==> src/rtl/alu_pkg.sv <==
// Shared types and constants for the sequential ALU.
package alu_pkg;

  // Operation codes; values 9..15 are illegal and yield R=0, flags=0.
  typedef enum logic [3:0] {
    ADD = 4'd0,
    SUB = 4'd1,
    AND = 4'd2,
    OR  = 4'd3,
    XOR = 4'd4,
    SLT = 4'd5,
    SHL = 4'd6,
    SHR = 4'd7,
    MUL = 4'd8
  } alu_op_t;

  // Bit positions inside the 4-bit flags word.
  localparam int unsigned FLG_N = 3;
  localparam int unsigned FLG_Z = 2;
  localparam int unsigned FLG_C = 1;
  localparam int unsigned FLG_V = 0;

  typedef enum logic {
    IDLE,
    MUL_RUN
  } state_t;

endpackage

==> src/rtl/nbit_adder.sv <==
// Plain ripple N-bit adder with carry in/out; shared by ADD, SUB and SLT.
module nbit_adder #(
  parameter int unsigned N = 8
) (
  input  logic         cin,
  input  logic [N-1:0] a,
  input  logic [N-1:0] b,
  output logic         cout,
  output logic [N-1:0] sum
);

  // Zero-extend to N+1 bits so the top bit is the carry out.
  assign {cout, sum} = {1'b0, a} + {1'b0, b} + {{N{1'b0}}, cin};

endmodule

==> src/rtl/seq_alu.sv <==
// Registered ALU with valid/ready in and out, NZCV flags and an iterative multiply.
module seq_alu
  import alu_pkg::*;
#(
  parameter int unsigned WIDTH = 8
) (
  input  logic             clk,
  input  logic             rst_n,
  input  logic             in_valid,
  output logic             in_ready,
  input  logic [3:0]       in_op,
  input  logic [WIDTH-1:0] in_a,
  input  logic [WIDTH-1:0] in_b,
  output logic             out_valid,
  input  logic             out_ready,
  output logic [WIDTH-1:0] result,
  output logic [3:0]       flags
);

  localparam int unsigned SHW     = $clog2(WIDTH);
  localparam int unsigned CntW    = SHW + 1;
  localparam logic [SHW:0] CntLast = CntW'(WIDTH - 1);

  state_t               state_q, state_d;
  logic [2*WIDTH-1:0]   acc_q, acc_d;
  logic [WIDTH-1:0]     mcand_q, mcand_d;
  logic [SHW:0]         cnt_q, cnt_d;
  logic                 out_valid_q, out_valid_d;
  logic [WIDTH-1:0]     result_q, result_d;
  logic [3:0]           flags_q, flags_d;

  logic                 accept, is_mul, mul_done;
  logic [WIDTH:0]       mul_sum;
  logic [2*WIDTH-1:0]   mul_next;

  logic                 sub_sel, add_cout, add_ovf;
  logic [WIDTH-1:0]     add_b, add_sum;
  logic [SHW-1:0]       shamt;
  logic [2*WIDTH-1:0]   shl_w, shr_w;

  logic [WIDTH-1:0]     alu_r, fin_r;
  logic                 alu_c, alu_v, alu_legal, fin_c, fin_v, fin_legal;

  // Held low during reset so nothing is accepted until the block is live.
  assign in_ready  = rst_n && (state_q == IDLE) && (!out_valid_q || out_ready);
  assign accept    = in_valid && in_ready;
  assign is_mul    = (in_op == MUL);
  assign out_valid = out_valid_q;
  assign result    = result_q;
  assign flags     = flags_q;

  // Subtract is A + ~B + 1: invert B and feed the select in as carry.
  assign sub_sel = (in_op == SUB) || (in_op == SLT);
  assign add_b   = sub_sel ? ~in_b : in_b;

  nbit_adder #(
    .N (WIDTH)
  ) u_adder (
    .cin  (sub_sel),
    .a    (in_a),
    .b    (add_b),
    .cout (add_cout),
    .sum  (add_sum)
  );

  // Overflow on the effective operands covers both ADD and SUB.
  assign add_ovf = (in_a[WIDTH-1] == add_b[WIDTH-1]) && (add_sum[WIDTH-1] != in_a[WIDTH-1]);

  // Double-width shifts keep the last bit shifted out next to the result.
  assign shamt = in_b[SHW-1:0];
  assign shl_w = {{WIDTH{1'b0}}, in_a} << shamt;
  assign shr_w = {in_a, {WIDTH{1'b0}}} >> shamt;

  // One shift-add step: multiplier sits in the low half of acc, consumed LSB first.
  assign mul_sum  = {1'b0, acc_q[2*WIDTH-1:WIDTH]} + (acc_q[0] ? {1'b0, mcand_q} : '0);
  assign mul_next = {mul_sum, acc_q[WIDTH-1:1]};
  assign mul_done = (state_q == MUL_RUN) && (cnt_q == CntLast);

  // Single-cycle operation decode.
  always_comb begin
    alu_r     = '0;
    alu_c     = 1'b0;
    alu_v     = 1'b0;
    alu_legal = 1'b1;
    case (in_op)
      ADD, SUB: begin
        alu_r = add_sum;
        alu_c = add_cout;
        alu_v = add_ovf;
      end
      SLT: begin
        alu_r = {{(WIDTH-1){1'b0}}, add_sum[WIDTH-1] ^ add_ovf};
        alu_c = add_cout;
        alu_v = add_ovf;
      end
      AND: alu_r = in_a & in_b;
      OR:  alu_r = in_a | in_b;
      XOR: alu_r = in_a ^ in_b;
      SHL: begin
        alu_r = shl_w[WIDTH-1:0];
        alu_c = shl_w[WIDTH];
      end
      SHR: begin
        alu_r = shr_w[2*WIDTH-1:WIDTH];
        alu_c = shr_w[WIDTH-1];
      end
      default: alu_legal = 1'b0;
    endcase
  end

  // Pick the finishing multiply or the single-cycle result, then derive flags.
  always_comb begin
    fin_r     = alu_r;
    fin_c     = alu_c;
    fin_v     = alu_v;
    fin_legal = alu_legal;
    if (mul_done) begin
      fin_r     = mul_next[WIDTH-1:0];
      fin_c     = |mul_next[2*WIDTH-1:WIDTH];
      fin_v     = 1'b0;
      fin_legal = 1'b1;
    end
  end

  // FSM and multiply iterator next state.
  always_comb begin
    state_d = state_q;
    acc_d   = acc_q;
    mcand_d = mcand_q;
    cnt_d   = cnt_q;
    unique case (state_q)
      IDLE: begin
        if (accept && is_mul) begin
          state_d = MUL_RUN;
          acc_d   = {{WIDTH{1'b0}}, in_b};
          mcand_d = in_a;
          cnt_d   = '0;
        end
      end
      MUL_RUN: begin
        acc_d = mul_next;
        cnt_d = cnt_q + 1'b1;
        if (cnt_q == CntLast) state_d = IDLE;
      end
      default: state_d = IDLE;
    endcase
  end

  // Output register: a pop clears valid unless a new result lands the same cycle.
  always_comb begin
    out_valid_d = out_valid_q;
    result_d    = result_q;
    flags_d     = flags_q;
    if (out_ready) out_valid_d = 1'b0;
    if ((accept && !is_mul) || mul_done) begin
      out_valid_d = 1'b1;
      result_d    = fin_r;
      flags_d     = '0;
      if (fin_legal) begin
        flags_d[FLG_N] = fin_r[WIDTH-1];
        flags_d[FLG_Z] = (fin_r == '0);
        flags_d[FLG_C] = fin_c;
        flags_d[FLG_V] = fin_v;
      end
    end
  end

  // State registers; reset discards any in-flight multiply.
  always_ff @(posedge clk or negedge rst_n) begin
    if (!rst_n) begin
      state_q     <= IDLE;
      acc_q       <= '0;
      mcand_q     <= '0;
      cnt_q       <= '0;
      out_valid_q <= 1'b0;
      result_q    <= '0;
      flags_q     <= '0;
    end else begin
      state_q     <= state_d;
      acc_q       <= acc_d;
      mcand_q     <= mcand_d;
      cnt_q       <= cnt_d;
      out_valid_q <= out_valid_d;
      result_q    <= result_d;
      flags_q     <= flags_d;
    end
  end

endmodule

==> config.mk <==
export PLATFORM = sky130hd
export DESIGN_NAME = seq_alu
export DESIGN_NICKNAME = d
export VERILOG_FILES = /design/src/rtl/alu_pkg.sv /design/src/rtl/nbit_adder.sv /design/src/rtl/seq_alu.sv
export SDC_FILE = /design/constraint.sdc
export NUM_CORES = 1
export LEC_CHECK = 0
export ABC_AREA = 1
export ABC_CLOCK_PERIOD_IN_PS = 4900
export BUFFER_PORTS_ARGS = -buffer_cell sky130_fd_sc_hd__buf_2
export CAP_MARGIN = 20
export CORE_ASPECT_RATIO = 1.25
export CORE_MARGIN = 4
export CORE_UTILIZATION = 45
export CTS_BUF_LIST = sky130_fd_sc_hd__clkbuf_8
export DETAILED_ROUTE_END_ITERATION = 16
export GPL_ROUTABILITY_DRIVEN = 0
export SLEW_MARGIN = 15
export SYNTH_ARGS = -nofsm -noshare
export SYNTH_HDL_FRONTEND = slang
export SYNTH_SLANG_ARGS = --single-unit
==> constraint.sdc <==
create_clock -name clk -period 4.9 [get_ports clk]
set_input_delay 0.49 -clock clk [delete_from_list [all_inputs] [get_ports clk]]
set_output_delay 0.49 -clock clk [all_outputs]
set_load 0.01 [all_outputs]
After elaboration in Yosys (flattened, before gate mapping)
Index checks and enable logic that the tools add are counted.

word-level totals
  flip-flop bits (word level) = 42
  input port bits = 24
  output and inout port bits = 14
  word-level logic and storage cells = 71

cells by class
  add/sub/neg operators = 4
  eq/ne operators = 12
  shift-type cells = 2
  multiplexer cells = 20
  bitwise gates (word level) = 6
  reduce and logical (&&, ||, !) cells = 20

operator list
  cell                                           count
  one-hot mux 8 bit (7 select lines)             1
  one-hot mux 16 bit (2 select lines)            1
  two-way mux 8 bit                              3
  == test 4 x 3 -> 1 bit, second input constant  5
  adder 8 x 8 -> 9 bit                           2
  two-way mux 16 bit                             1
  OR reduction 8 bit                             2
  >> shifter 16 x 3 -> 16 bit                    1
  adder 9 x 1 -> 9 bit                           1
  two-way mux 1 bit                              9
  << shifter 8 x 3 -> 9 bit                      1
  AND 8 bit                                      1
  == test 4 x 2 -> 1 bit, second input constant  2
  logical NOT 8 bit                              1
  two-way mux 4 bit                              2
  inverter 8 bit                                 1
  OR 8 bit                                       1
  one-hot mux 4 bit (2 select lines)             1
  bitwise XOR 8 bit                              1
  logical AND 1 bit                              7
  adder 4 x 1 -> 4 bit, second input constant    1
  == test 4 x 1 -> 1 bit, second input constant  1
  == test 4 bit, second input constant           1
  logical NOT 4 bit                              1
  13 further kinds                               16

Longest topological paths before layout
Gate-level depths: netlist (run 1).

  depth after elaboration = 12
  mapped depth = 18
  depth with buffers taken out = 18

Modules after synthesis
Synthesis (run 1) repeated with hierarchy kept, for this count alone.

unflattened totals
  cell total of the unflattened synthesis = 578
  area total of the unflattened synthesis = 3868.7 µm²

by module, submodules not included
  module      instances  cells an instance  area each (µm²)  sequential area each (µm²)
  seq_alu     1          519                3484.6           1051.0
  nbit_adder  1          59                 384.1            0.0

Worst setup path before layout (run 1)
OpenSTA, ideal clock, no wires.

  path kind = input port to flip-flop
  start point = input port in_op[1]
  end point = register flags_q[2] (netlist: flags[2])
  setup time = 0.065 ns
  arrival = 2.276 ns
  required time = 4.835 ns
  path slack = 2.559 ns
  stages = 17
  buffers on the path = 0
  cells stage by stage = inv_2 -> nand3_4 -> xor2_1 -> fa_1 -> inv_1 -> nand2_1 -> nand2_1 -> nor2_1 -> nor2_1 -> nand3_1 -> o21ai_1 -> nand3_1 -> nor2_1 -> nand3_1 -> nor2_1 -> nand3_1 -> nand2_1

on the way
  longest elaborated chain between the ends = 12
  elaborated cells between the ends (all ways) = 28
  classes of those cells = add/sub (2); eq/ne (10); mux (6); bitwise (1); reduce/logical (9)

RTL lines
  element                                                                  RTL line                      text
  from (decl)                                                              seq_alu.sv:11                 input logic [3:0] in_op,
  == test 4 x 1 -> 1 bit / == test 4 x 3 -> 1 bit (equally long branches)  seq_alu.sv:53, seq_alu.sv:85
  logical OR 1 bit                                                         seq_alu.sv:53                 assign sub_sel = (in_op == SUB) || (in_op == SLT);
  two-way mux 8 bit                                                        seq_alu.sv:54                 assign add_b = sub_sel ? ~in_b : in_b;
  adder 8 x 8 -> 9 bit                                                     nbit_adder.sv:13              assign {cout, sum} = {1'b0, a} + {1'b0, b} + {{N{1'b0}}, cin};
  adder 9 x 1 -> 9 bit                                                     nbit_adder.sv:13
  != test 1 bit                                                            seq_alu.sv:67                 assign add_ovf = (in_a[WIDTH-1] == add_b[WIDTH-1]) && (add_sum[WIDTH-1] != in_a[WIDTH-1]);
  logical AND 1 bit                                                        seq_alu.sv:67
  bitwise XOR 1 bit                                                        seq_alu.sv:92                 alu_r = {{(WIDTH-1){1'b0}}, add_sum[WIDTH-1] ^ add_ovf};
  one-hot mux 8 bit (7 select lines)                                       seq_alu.sv:85                 case (in_op)
  two-way mux 8 bit                                                        seq_alu.sv:117                if (mul_done) begin
  logical NOT 8 bit                                                        seq_alu.sv:161                flags_d[FLG_Z] = (fin_r == '0);
  two-way mux 4 bit                                                        seq_alu.sv:159                if (fin_legal) begin
  to (signal assigned)                                                     seq_alu.sv:185                flags_q <= flags_d;
  to (decl)                                                                seq_alu.sv:30                 logic [3:0] flags_q, flags_d;

Parallel ways exist; a longest one is shown, timed or not.
A chain may end at the register's enable or synchronous reset.

Worst setup path after layout (run 1)
  start point = input port in_b[1]
  end point = register flags_q[2] (netlist: flags[2])

on the way
  longest elaborated chain between the ends = 11
  elaborated cells between the ends (all ways) = 16
  classes of those cells = add/sub (2); eq/ne (1); shift (2); mux (4); bitwise (5); reduce/logical (2)

RTL lines
  element                                 RTL line          text
  from (decl)                             seq_alu.sv:13     input logic [WIDTH-1:0] in_b,
  inverter 8 bit                          seq_alu.sv:54
  two-way mux 8 bit                       seq_alu.sv:54
  adder 8 x 8 -> 9 bit                    nbit_adder.sv:13
  adder 9 x 1 -> 9 bit                    nbit_adder.sv:13
  != test 1 bit                           seq_alu.sv:67
  logical AND 1 bit                       seq_alu.sv:67
  bitwise XOR 1 bit                       seq_alu.sv:92
  one-hot mux 8 bit (7 select lines) (*)  seq_alu.sv:85
  two-way mux 8 bit (*)                   seq_alu.sv:117
  logical NOT 8 bit (*)                   seq_alu.sv:161
  two-way mux 4 bit (*)                   seq_alu.sv:159

Every way passes the cells marked *; elsewhere a longest branch is shown, timed or not.

==> results of run 1 <==
## metal layers
| layer | vias to the layer above | track usage, % | wire (um) |
|---|---|---|---|
| met3 | 32 | 1.95 | 459 |
| met2 | 111 | 38.5 | 5100 |
| met1 | 1659 | 28.7 | 4510 |
| met5 | - | 0 | 0 |
| li1 | 1831 | - | - |
| met4 | 0 | 11.8 | 489 |
## cell usage after synthesis (3+ instances only)
master and instances:
nor3_1 5, dfrtp_1 42, inv_1 58, nand2_1 178, xor2_1 12, buf_2 5
o21a_1 4, o21ai_0 31, clkbuf_1 8, ha_1 33, nand3_1 41, nand4_1 4
inv_2 9, a31oi_1 7, o221ai_1 3, a21oi_1 17, o21ai_1 5, nor2_1 35
o2111ai_1 3, o211ai_1 7, nand2_2 10, nor2_2 4
## logic make-up (layout without fill, tap and decap cells)
group,Yosys count,after routing,synth area share [%]
and+or+nand+nor,287,287,33.4
AOI/OAI and AO/OA,86,86,14.2
buffers and inverters,82,114,8.82
DFF,42,42,28.2
adders and majority gates,35,35,12.1
xor gates and xnor gates,14,14,3.29
## critical path, stage by stage
cell	delay (ns)
buf_2	0.25
inv_2	0.22
xor2_1	0.24
fa_1	0.47
inv_1	0.08
nand2_1	0.04
nand2_1	0.05
nor2_1	0.04
nor2_1	0.13
nand3_1	0.08
o21ai_1	0.21
nand3_1	0.10
nor2_1	0.10
nand3_1	0.07
nor2_1	0.10
nand3_1	0.08
nand2_1	0.07
## placed cells by master (no fill, tap or decap), types with 3 or more instances in the layout
| cell | instances |
|---|---|
| a31oi_1 | 7 |
| nor3_1 | 5 |
| dfrtp_1 | 42 |
| nand2_1 | 178 |
| o21ai_1 | 5 |
| nor2_2 | 4 |
| o211ai_1 | 7 |
| o2111ai_1 | 3 |
| o21a_1 | 4 |
| nand2_2 | 10 |
| inv_1 | 60 |
| nand3_1 | 41 |
| buf_2 | 37 |
| a21oi_1 | 17 |
| xor2_1 | 12 |
| clkbuf_8 | 5 |
| o21ai_0 | 31 |
| inv_2 | 9 |
| nand4_1 | 4 |
| ha_1 | 33 |
| o221ai_1 | 3 |
| nor2_1 | 35 |
## registers in the layout, summed over array words and instances (netlist names)
register and flops:
state_q 1, mcand_q 8, out_valid 1, result 8, acc_q 16, flags 4, cnt_q 4
## final cells by class
| type | count | area share [%] |
|---|---|---|
| Tap cell | 95 | 2.92 |
| Multi-Input combinational cell | 422 | 57.6 |
| Clock buffer | 5 | 1.69 |
| Timing Repair Buffer | 39 | 4.91 |
| Inverter | 67 | 6.17 |
| Clock inverter | 3 | 0.921 |
| Sequential cell | 42 | 25.8 |
## stage by stage
stage,worst slack [ns],std cells
6_report,2.33,673
5_1_grt,2.08,673
4_1_cts,2.35,673
3_5_place_dp,2.04,665
3_3_place_gp,2.09,665
2_1_floorplan,2.56,546
## worst max path at each step
stage	from	slack [ns]	endpoint
3_3_place_gp	in_b[1]	2.09	flags[2]
3_5_place_dp	in_b[1]	2.04	flags[2]
4_1_cts	in_b[1]	2.35	flags[2]
2_1_floorplan	in_op[1]	2.56	flags[2]
6_report	in_b[1]	2.33	flags[2]
5_1_grt	in_b[1]	2.08	flags[2]
## power by group through the flow
stage / clock network (mW) / logic (mW) / registers [mW]
after floorplan: 0 / 0.395 / 0.566
after global placement: 0 / 0.562 / 0.578
after detailed placement: 0 / 0.570 / 0.582
after CTS: 0.278 / 0.572 / 0.576
after global routing: 0.290 / 0.643 / 0.593
final: 0.268 / 0.564 / 0.575
==> reports/metrics.cfg, run 1 <==
[run_status]
outcome=finished, final reports clean

[layout]
area_growth_pct=9.33
nFillCells=815
diodes=0
num-nets-final=636
drive_gt1_share_pct=13.5
utilization_pct=51.4
multi_input_area_mm2=0.00235
ff_latch_area_mm2=0.00105
fin_area_mm2=0.00408

[synth]
netlist_instances=546
async_flop_share_pct=100
ys_types=41
synth_seq_area_share_pct=28.2
synthTopCellsByArea=dfrtp_1, nand2_1, ha_1, inv_1, nand3_1
netlist.area_leader.share_pct=28.2
yosysTopAreaCell=dfrtp_1
yosys_warnings=0
netlist_area_mm2=0.00373
ys_ff_latch=42
syn_area_per_cell_um2=6.83
synthFlopType=dfrtp_1
synth-edff-count=0
syn_nets=605

[setup_path]
r2r_cells=15
crit_arrival_ns=2.81
crit_path_max_fanout=21
r2r_end=flags[1]
critPathKind=in -> reg
r2r_slack_ns=2.38
end_kind=flip-flop
reg2reg_from=acc_q[0]
required_ns=5.14
cp-start-kind=primary input

[pwr]
p_comb_share_pct=40.1
switchingPower_mw=0.572
leakagePower_nw=2.21
ir_drop_v=0.000294
p_int_mw=0.834
seqPwrFrac_pct=40.9
p_per_area_mw_per_mm2=345
clkPwrFrac_pct=19.1
p_total_mw=1.41
switching_share_pct=40.7

[placement]
io_buffers=37
hpwl_um=8470
place_area_mm2=0.00397

[route]
drtAntennaViolNets=0
avgRoutedWirePerCell_um=15.7
firstDrtPassIters=5
vias=3633
avgViaCountPerCell=5.40
drc=0
drt_wl_total_um=10600
initialDrtViolationCount=189

[timing]
setup_viol=0
fin_setup_tns_ns=0
slew_viol_final=0
rsz0062_at_grt=no
holdWs_ns=0.246
hold_viol=0
worst_pin_slew_ns=0.669
period_minus_slack_ns=2.57
relSlewSlack_pct=55.3
timing.fmax_mhz=389
finClkSkew_ns=0.00708
min_period_over_period_pct=52.5

[grt]
grt_pass1_wl_um=17000
grt_max_degree=44
antenna_found_initial=0
grt_pass1_vias=3462
grt_overflow=0
grtUsageTotal_pct=22.8

[cts]
numClockSinks=42
clk_pin_slew_ns=0.08
cts_tree=yes
postCtsSetupRepairBufs=0
cts_resized=0
cts_made_buffers=5
clk_latency_ns=0.30
cts_max_path_buffers=2
cts_root_buf=clkbuf_8
cts_hold_buf=0
htreeDepth=2

[floorplanning]
core_mm2=0.00793
rows=36
io_pins=38
die_area_mm2=0.00982
start_util_pct=47.0
die-height_um=110
die_x_um=89.4

[flow_run]
max_cap_violations=0

[worst_hold_path]
hold_class=in -> async

(Power assumes the default switching activity.)
==> inputs of run 2 (changes only) <==
--- a/config.mk
+++ b/config.mk
@@ -6,7 +6,7 @@
 export NUM_CORES = 1
 export LEC_CHECK = 0
 export ABC_AREA = 1
-export ABC_CLOCK_PERIOD_IN_PS = 4900
+export ABC_CLOCK_PERIOD_IN_PS = 2500
 export BUFFER_PORTS_ARGS = -buffer_cell sky130_fd_sc_hd__buf_2
 export CAP_MARGIN = 20
 export CORE_ASPECT_RATIO = 1.25
==> constraint.sdc (replaced) <==
create_clock -name clk -period 2.5 [get_ports clk]
set_input_delay 0.25 -clock clk [delete_from_list [all_inputs] [get_ports clk]]
set_output_delay 0.25 -clock clk [all_outputs]
set_load 0.01 [all_outputs]
==> run 2 against run 1 <==
  * Sequential power rose by 91%
  * Register-to-register slack got worse by 2.2 ns
  * Worst hold slack got worse by 0.18 ns
  * Global-route usage barely moved
  * Largest power group is now combinational logic
  * First-iteration DRC count fell by 4.2%
  * Clock power rose by 75%
  * Sequential share of layout area fell by 0.42 points
  * Non-clock buffer count rose by 10
  * Die area did not move
  * Final area rose by 1.8%
==> reports/metrics.cfg, run 2 (synthesized netlist as in run 1, its figures left out) <==
[run_status]
outcome=finished, final reports clean  ; unchanged

[setup_path]
crit_arrival_ns=2.54  ; was 2.81 ns
cp-start-kind=flip-flop  ; was primary input
required_ns=2.69  ; was 5.14 ns
critPathKind=reg -> reg  ; was in -> reg
crit_path_max_fanout=7  ; was 21
end_kind=flip-flop  ; unchanged

[route]
drc=0  ; unchanged
initialDrtViolationCount=181  ; was 189
avgRoutedWirePerCell_um=15.3  ; was 15.7 um
avgViaCountPerCell=5.35  ; was 5.40
vias=3652  ; was 3633
drt_wl_total_um=10500  ; was 10600 um
drtAntennaViolNets=0  ; unchanged
firstDrtPassIters=4  ; was 5

[floorplanning]
die_area_mm2=0.00982  ; unchanged
io_pins=38  ; unchanged
die_x_um=89.4  ; unchanged
die-height_um=110  ; unchanged
rows=36  ; unchanged
start_util_pct=47.0  ; unchanged
core_mm2=0.00793  ; unchanged

[timing]
rsz0062_at_grt=yes  ; was no
period_minus_slack_ns=2.35
worst_pin_slew_ns=0.677  ; was 0.669 ns
hold_viol=0  ; unchanged
slew_viol_final=0  ; unchanged
finClkSkew_ns=0.00435  ; was 0.00708 ns
setup_viol=0  ; unchanged
timing.fmax_mhz=426
relSlewSlack_pct=54.7  ; was 55.3%
min_period_over_period_pct=94.0
holdWs_ns=0.0673  ; was 0.246 ns

[cts]
clk_latency_ns=0.30  ; about the same
cts_made_buffers=5  ; unchanged
cts_max_path_buffers=2  ; unchanged
numClockSinks=42  ; unchanged
clk_pin_slew_ns=0.08  ; about the same
cts_tree=yes  ; unchanged
postCtsSetupRepairBufs=0  ; unchanged
cts_root_buf=clkbuf_8  ; unchanged
htreeDepth=2  ; unchanged

[layout]
utilization_pct=52.4  ; was 51.4%
area_growth_pct=11.3  ; was 9.33%
diodes=0  ; unchanged
largest_register_ffs=16  ; unchanged
mostFrequentLayoutCell=nand2_1  ; unchanged
drive_gt1_share_pct=15.8  ; was 13.5%
regMostFlops=acc_q  ; unchanged
layout_common_cells=nand2_1, inv_1, nand3_1, dfrtp_1, buf_2  ; was nand2_1, inv_1, dfrtp_1
num-nets-final=646  ; was 636
final_cells=683  ; was 673

[grt]
grt_max_degree=43  ; was 44
grt_pass1_wl_um=17300  ; was 17000 um
grt_pass1_vias=3644  ; was 3462
grtUsageTotal_pct=22.9  ; was 22.8%
antenna_found_initial=0  ; unchanged
grt_overflow=0  ; unchanged

[placement]
io_buffers=37  ; unchanged
hpwl_um=8510  ; was 8470 um
placed_cells=675  ; was 665

[flow_run]
max_cap_violations=0  ; unchanged

[pwr]
p_per_area_mw_per_mm2=661  ; was 345 mW/mm2
ir_drop_v=0.000474  ; was 0.000294 V
leakagePower_nw=2.25  ; was 2.21 nW

[worst_hold_path]
hold_class=in -> async  ; unchanged

-- run 2: what timing repair did --
item / in CTS / in global routing
hold buffers: 0 / 0
endpoints found under the hold margin: 0 / 0
resized for setup: 0 / 3
endpoints found under the setup margin: 0 / 2
-- run 2: path summary, 6_finish.rpt --
| path | slack (ns) | cells past startpoint | startpoint | endpoint |
|---|---|---|---|---|
| worst max-delay path | 0.15 | 15 | acc_q[0] | flags[1] |
| worst min-delay path | 0.07 | 2 | rst_n | acc_q[8] |
| worst max register to register | 0.15 | 15 | acc_q[0] | flags[1] |
| worst min register to register | 0.49 | 2 | flags[0] | flags[0] |
| max in group asynchronous | 2.04 | 2 | rst_n | acc_q[0] |
| min in group clk | 0.13 | 2 | out_ready | out_valid |
-- run 2: cell type report --
| cell class | instances | area (um2) |
|---|---|---|
| fill | 832 | 3780 |
| multi-input combinational | 422 | 2360 |
| sequential | 42 | 1050 |
| timing repair buffer | 49 | 275 |
| inverter | 67 | 251 |
| tap | 95 | 119 |
| clock buffer | 6 | 82.6 |
| clock inverter | 2 | 12.5 |
-- run 2: report_power, final --
part | internal (mW) | total [mW] | switching [mW]
Combinational | 0.450 | 1.18 | 0.725
Sequential | 0.927 | 1.10 | 0.170
Clock | 0.222 | 0.470 | 0.248
-- run 2: critical path, cell delays in order (launching register included) --
cell     delay, ns
dfrtp_2       0.45
nand2_1       0.07
inv_1         0.04
ha_1          0.19
fa_1          0.41
nand3_1       0.09
nand3_1       0.10
nand2_1       0.07
nand2_1       0.06
a21oi_2       0.15
xor2_1        0.19
nand2_1       0.08
nor2_1        0.11
nand3_1       0.10
nand3_1       0.08
nand2_1       0.05
-- run 2: routing by layer --
metal / global-route usage (%) / vias up / part of all wire (%)
met5: 0 / - / 0
met4: 11.1 / 0 / 4.6
met3: 2.40 / 33 / 4.3
met2: 38.9 / 97 / 49
met1: 28.4 / 1670 / 42
li1: - / 1852 / -
-- run 2: per-stage QoR --
step,power [mW],worst slack (ns),area [um2],TNS (ns)
final,2.74,0.150,4150,0
after CTS,2.76,0.0915,4140,0
after global routing,3.00,-0.0381,4150,-0.0381
after global placement,2.27,0.0472,4050,0
after floorplan,1.88,0.248,3730,0
after detailed placement,2.29,0.0270,4050,0
==> inputs of run 3 (changes only) <==
--- a/config.mk
+++ b/config.mk
@@ -6,15 +6,15 @@
 export NUM_CORES = 1
 export LEC_CHECK = 0
 export ABC_AREA = 1
-export ABC_CLOCK_PERIOD_IN_PS = 2500
+export ABC_CLOCK_PERIOD_IN_PS = 2400
 export BUFFER_PORTS_ARGS = -buffer_cell sky130_fd_sc_hd__buf_2
 export CAP_MARGIN = 20
 export CORE_ASPECT_RATIO = 1.25
-export CORE_MARGIN = 4
 export CORE_UTILIZATION = 45
 export CTS_BUF_LIST = sky130_fd_sc_hd__clkbuf_8
 export DETAILED_ROUTE_END_ITERATION = 16
 export GPL_ROUTABILITY_DRIVEN = 0
+export MAX_ROUTING_LAYER = met4
 export SLEW_MARGIN = 15
 export SYNTH_ARGS = -nofsm -noshare
 export SYNTH_HDL_FRONTEND = slang
==> constraint.sdc (replaced) <==
create_clock -name clk -period 2.4 [get_ports clk]
set_input_delay 0.24 -clock clk [delete_from_list [all_inputs] [get_ports clk]]
set_output_delay 0.24 -clock clk [all_outputs]
set_load 0.01 [all_outputs]
==> run 3 against run 2 <==
  * Core utilization up 2.0 points
  * Critical endpoint unchanged
  * Worst hold slack worse by 0.016 ns
  * Global-route usage up 3.7 points
  * Highest routed layer unchanged
  * Maximum frequency up 5.0%
  * Critical path depth unchanged
==> reports/metrics.cfg, run 3 (synthesized netlist as in run 1, its figures left out) <==
[run_status]
outcome=finished, final reports clean  ; unchanged

[layout]
area_growth_pct=15.5  ; was 11.3%
layout_common_cells=nand2_1, inv_1, dfrtp_1  ; was nand2_1, inv_1, nand3_1, dfrtp_1, buf_2
diodes=0  ; unchanged
largest_register_ffs=16  ; unchanged
mostFrequentLayoutCell=nand2_1  ; unchanged
fin_area_mm2=0.00431  ; was 0.00415 mm2
drive_gt1_share_pct=18.9  ; was 15.8%
final_cells=698  ; was 683
num-nets-final=661  ; was 646
regMostFlops=acc_q  ; unchanged

[timing]
finalWorstSetupSlack_ns=0.161  ; was 0.150 ns
hold_viol=0  ; unchanged
min_period_over_period_pct=93.3  ; was 94.0%
setup_viol=0  ; unchanged
worst_pin_slew_ns=0.664  ; was 0.677 ns
timing.fmax_mhz=447  ; was 426 MHz
finClkSkew_ns=0.00314  ; was 0.00435 ns
holdWs_ns=0.0509  ; was 0.0673 ns
slew_viol_final=0  ; unchanged
relSlewSlack_pct=55.6  ; was 54.7%
period_minus_slack_ns=2.24  ; was 2.35 ns

[pwr]
p_per_area_mw_per_mm2=689  ; was 661 mW/mm2
leakagePower_nw=2.33  ; was 2.25 nW
ir_drop_v=0.000594  ; was 0.000474 V

[placement]
place_ws_ns=0.00680  ; was 0.0270 ns
place_area_mm2=0.00415  ; was 0.00405 mm2
hpwl_um=8590  ; was 8510 um
io_buffers=37  ; unchanged
placed_cells=689  ; was 675

[grt]
grt_max_degree=43  ; unchanged
grtUsageTotal_pct=26.6  ; was 22.9%
antenna_found_initial=0  ; unchanged
grt_overflow=0  ; unchanged
grt_pass1_wl_um=17800  ; was 17300 um
grt_pass1_vias=3601  ; was 3644

[cts]
cts_root_buf=clkbuf_8  ; unchanged
cts_tree=yes  ; unchanged
clk_latency_ns=0.30  ; about the same
clk_pin_slew_ns=0.08  ; about the same
htreeDepth=2  ; unchanged
cts_max_path_buffers=2  ; unchanged
cts_hold_buf=0  ; unchanged
cts_made_buffers=5  ; unchanged
numClockSinks=42  ; unchanged

[route]
drt_wl_total_um=10700  ; was 10500 um
drc=0  ; unchanged
avgViaCountPerCell=5.25  ; was 5.35
avgRoutedWirePerCell_um=15.4  ; was 15.3 um
drtAntennaViolNets=0  ; unchanged
vias=3666  ; was 3652
firstDrtPassIters=4  ; unchanged
initialDrtViolationCount=243  ; was 181

[floorplanning]
die-height_um=104  ; was 110 um
die_x_um=83.4  ; was 89.4 um
start_util_pct=47.0  ; unchanged
die_area_mm2=0.00866  ; was 0.00982 mm2
io_pins=38  ; unchanged
rows=36  ; unchanged
core_mm2=0.00793  ; unchanged

[flow_run]
max_cap_violations=0  ; unchanged

[setup_path]
reg2reg_from=acc_q[0]  ; unchanged
critPathKind=reg -> reg  ; unchanged
end_kind=flip-flop  ; unchanged
crit_arrival_ns=2.44  ; was 2.54 ns
required_ns=2.60  ; was 2.69 ns
cp-start-kind=flip-flop  ; unchanged
crit_path_max_fanout=6  ; was 7
cp-startpoint=acc_q[0]  ; unchanged

[worst_hold_path]
hold_class=in -> async  ; unchanged

-- run 3: cell count changes in the layout (fill, tap and decap cells not counted), sizes merged --
cell | before | now
buf | 49 | 64
bufinv | 0 | 1
clkbuf | 6 | 5
clkinv | 1 | 0
inv | 67 | 68
-- run 3: path summary, 6_finish.rpt --
| check | cells past startpoint | slack, ns | to |
|---|---|---|---|
| min in group clk | 2 | 0.13 | out_valid |
| hold / removal | 2 | 0.05 | acc_q[11] |
| setup / recovery | 15 | 0.16 | flags[1] |
| setup reg to reg | 15 | 0.16 | flags[1] |
| hold reg to reg | 2 | 0.48 | flags[3] |
| max in group asynchronous | 2 | 1.98 | mcand_q[7] |
-- run 3: report_power, final --
group | internal (mW) | switching (mW) | leakage [nW]
clock | 0.306 | 0.251 | 0.0556
sequential | 0.964 | 0.184 | 0.548
combinational | 0.495 | 0.772 | 1.72
total | 1.76 | 1.21 | 2.33
-- run 3: through the flow --
stage	power [mW]	utilization (%)	TNS, ns
after detailed placement	2.41	52.4	0
final	2.97	54.4	0
after CTS	2.98	53.8	0
after global placement	2.38	52.4	-0.0220
after floorplan	1.96	-	0
after global routing	3.23	54.4	-0.0218
-- run 3: metal layers --
metal / vias up / wire, um / track usage, %
li1: 1890 / - / -
met1: 1677 / 4540 / 31.8
met2: 80 / 5510 / 45.6
met3: 19 / 323 / 2.87
met4: 0 / 344 / 10.4
met5: - / 0 / -
-- run 3: worst max-delay path, cell delays in order (launching register included) --
cell and delay, ns:
dfrtp_1 0.44, nand2_2 0.09, inv_2 0.04, ha_4 0.15, fa_2 0.37, nand3_2 0.08, nand3_2 0.09, nand2_2 0.08
nand2_2 0.06, a21oi_2 0.17, xor2_1 0.19, nand2_1 0.08, nor2_1 0.09, nand3_1 0.08, nand3_1 0.08, nand2_1 0.05
-- run 3: cell type report --
type	instances	area [um2]
multi-input cells	422	2390
inverters	67	251
clock inverters	3	41.3
flip-flops and latches	42	1050
repair buffers	64	388
clock buffers	5	68.8
fillers	819	3620
well taps	95	119
-- run 3: timing repair --
| action | in CTS | in global routing |
|---|---|---|
| gates resized for setup | 0 | 11 |
| setup buffers | 0 | 1 |
| hold endpoints to repair | 0 | 0 |
| setup endpoints to repair | 0 | 1 |
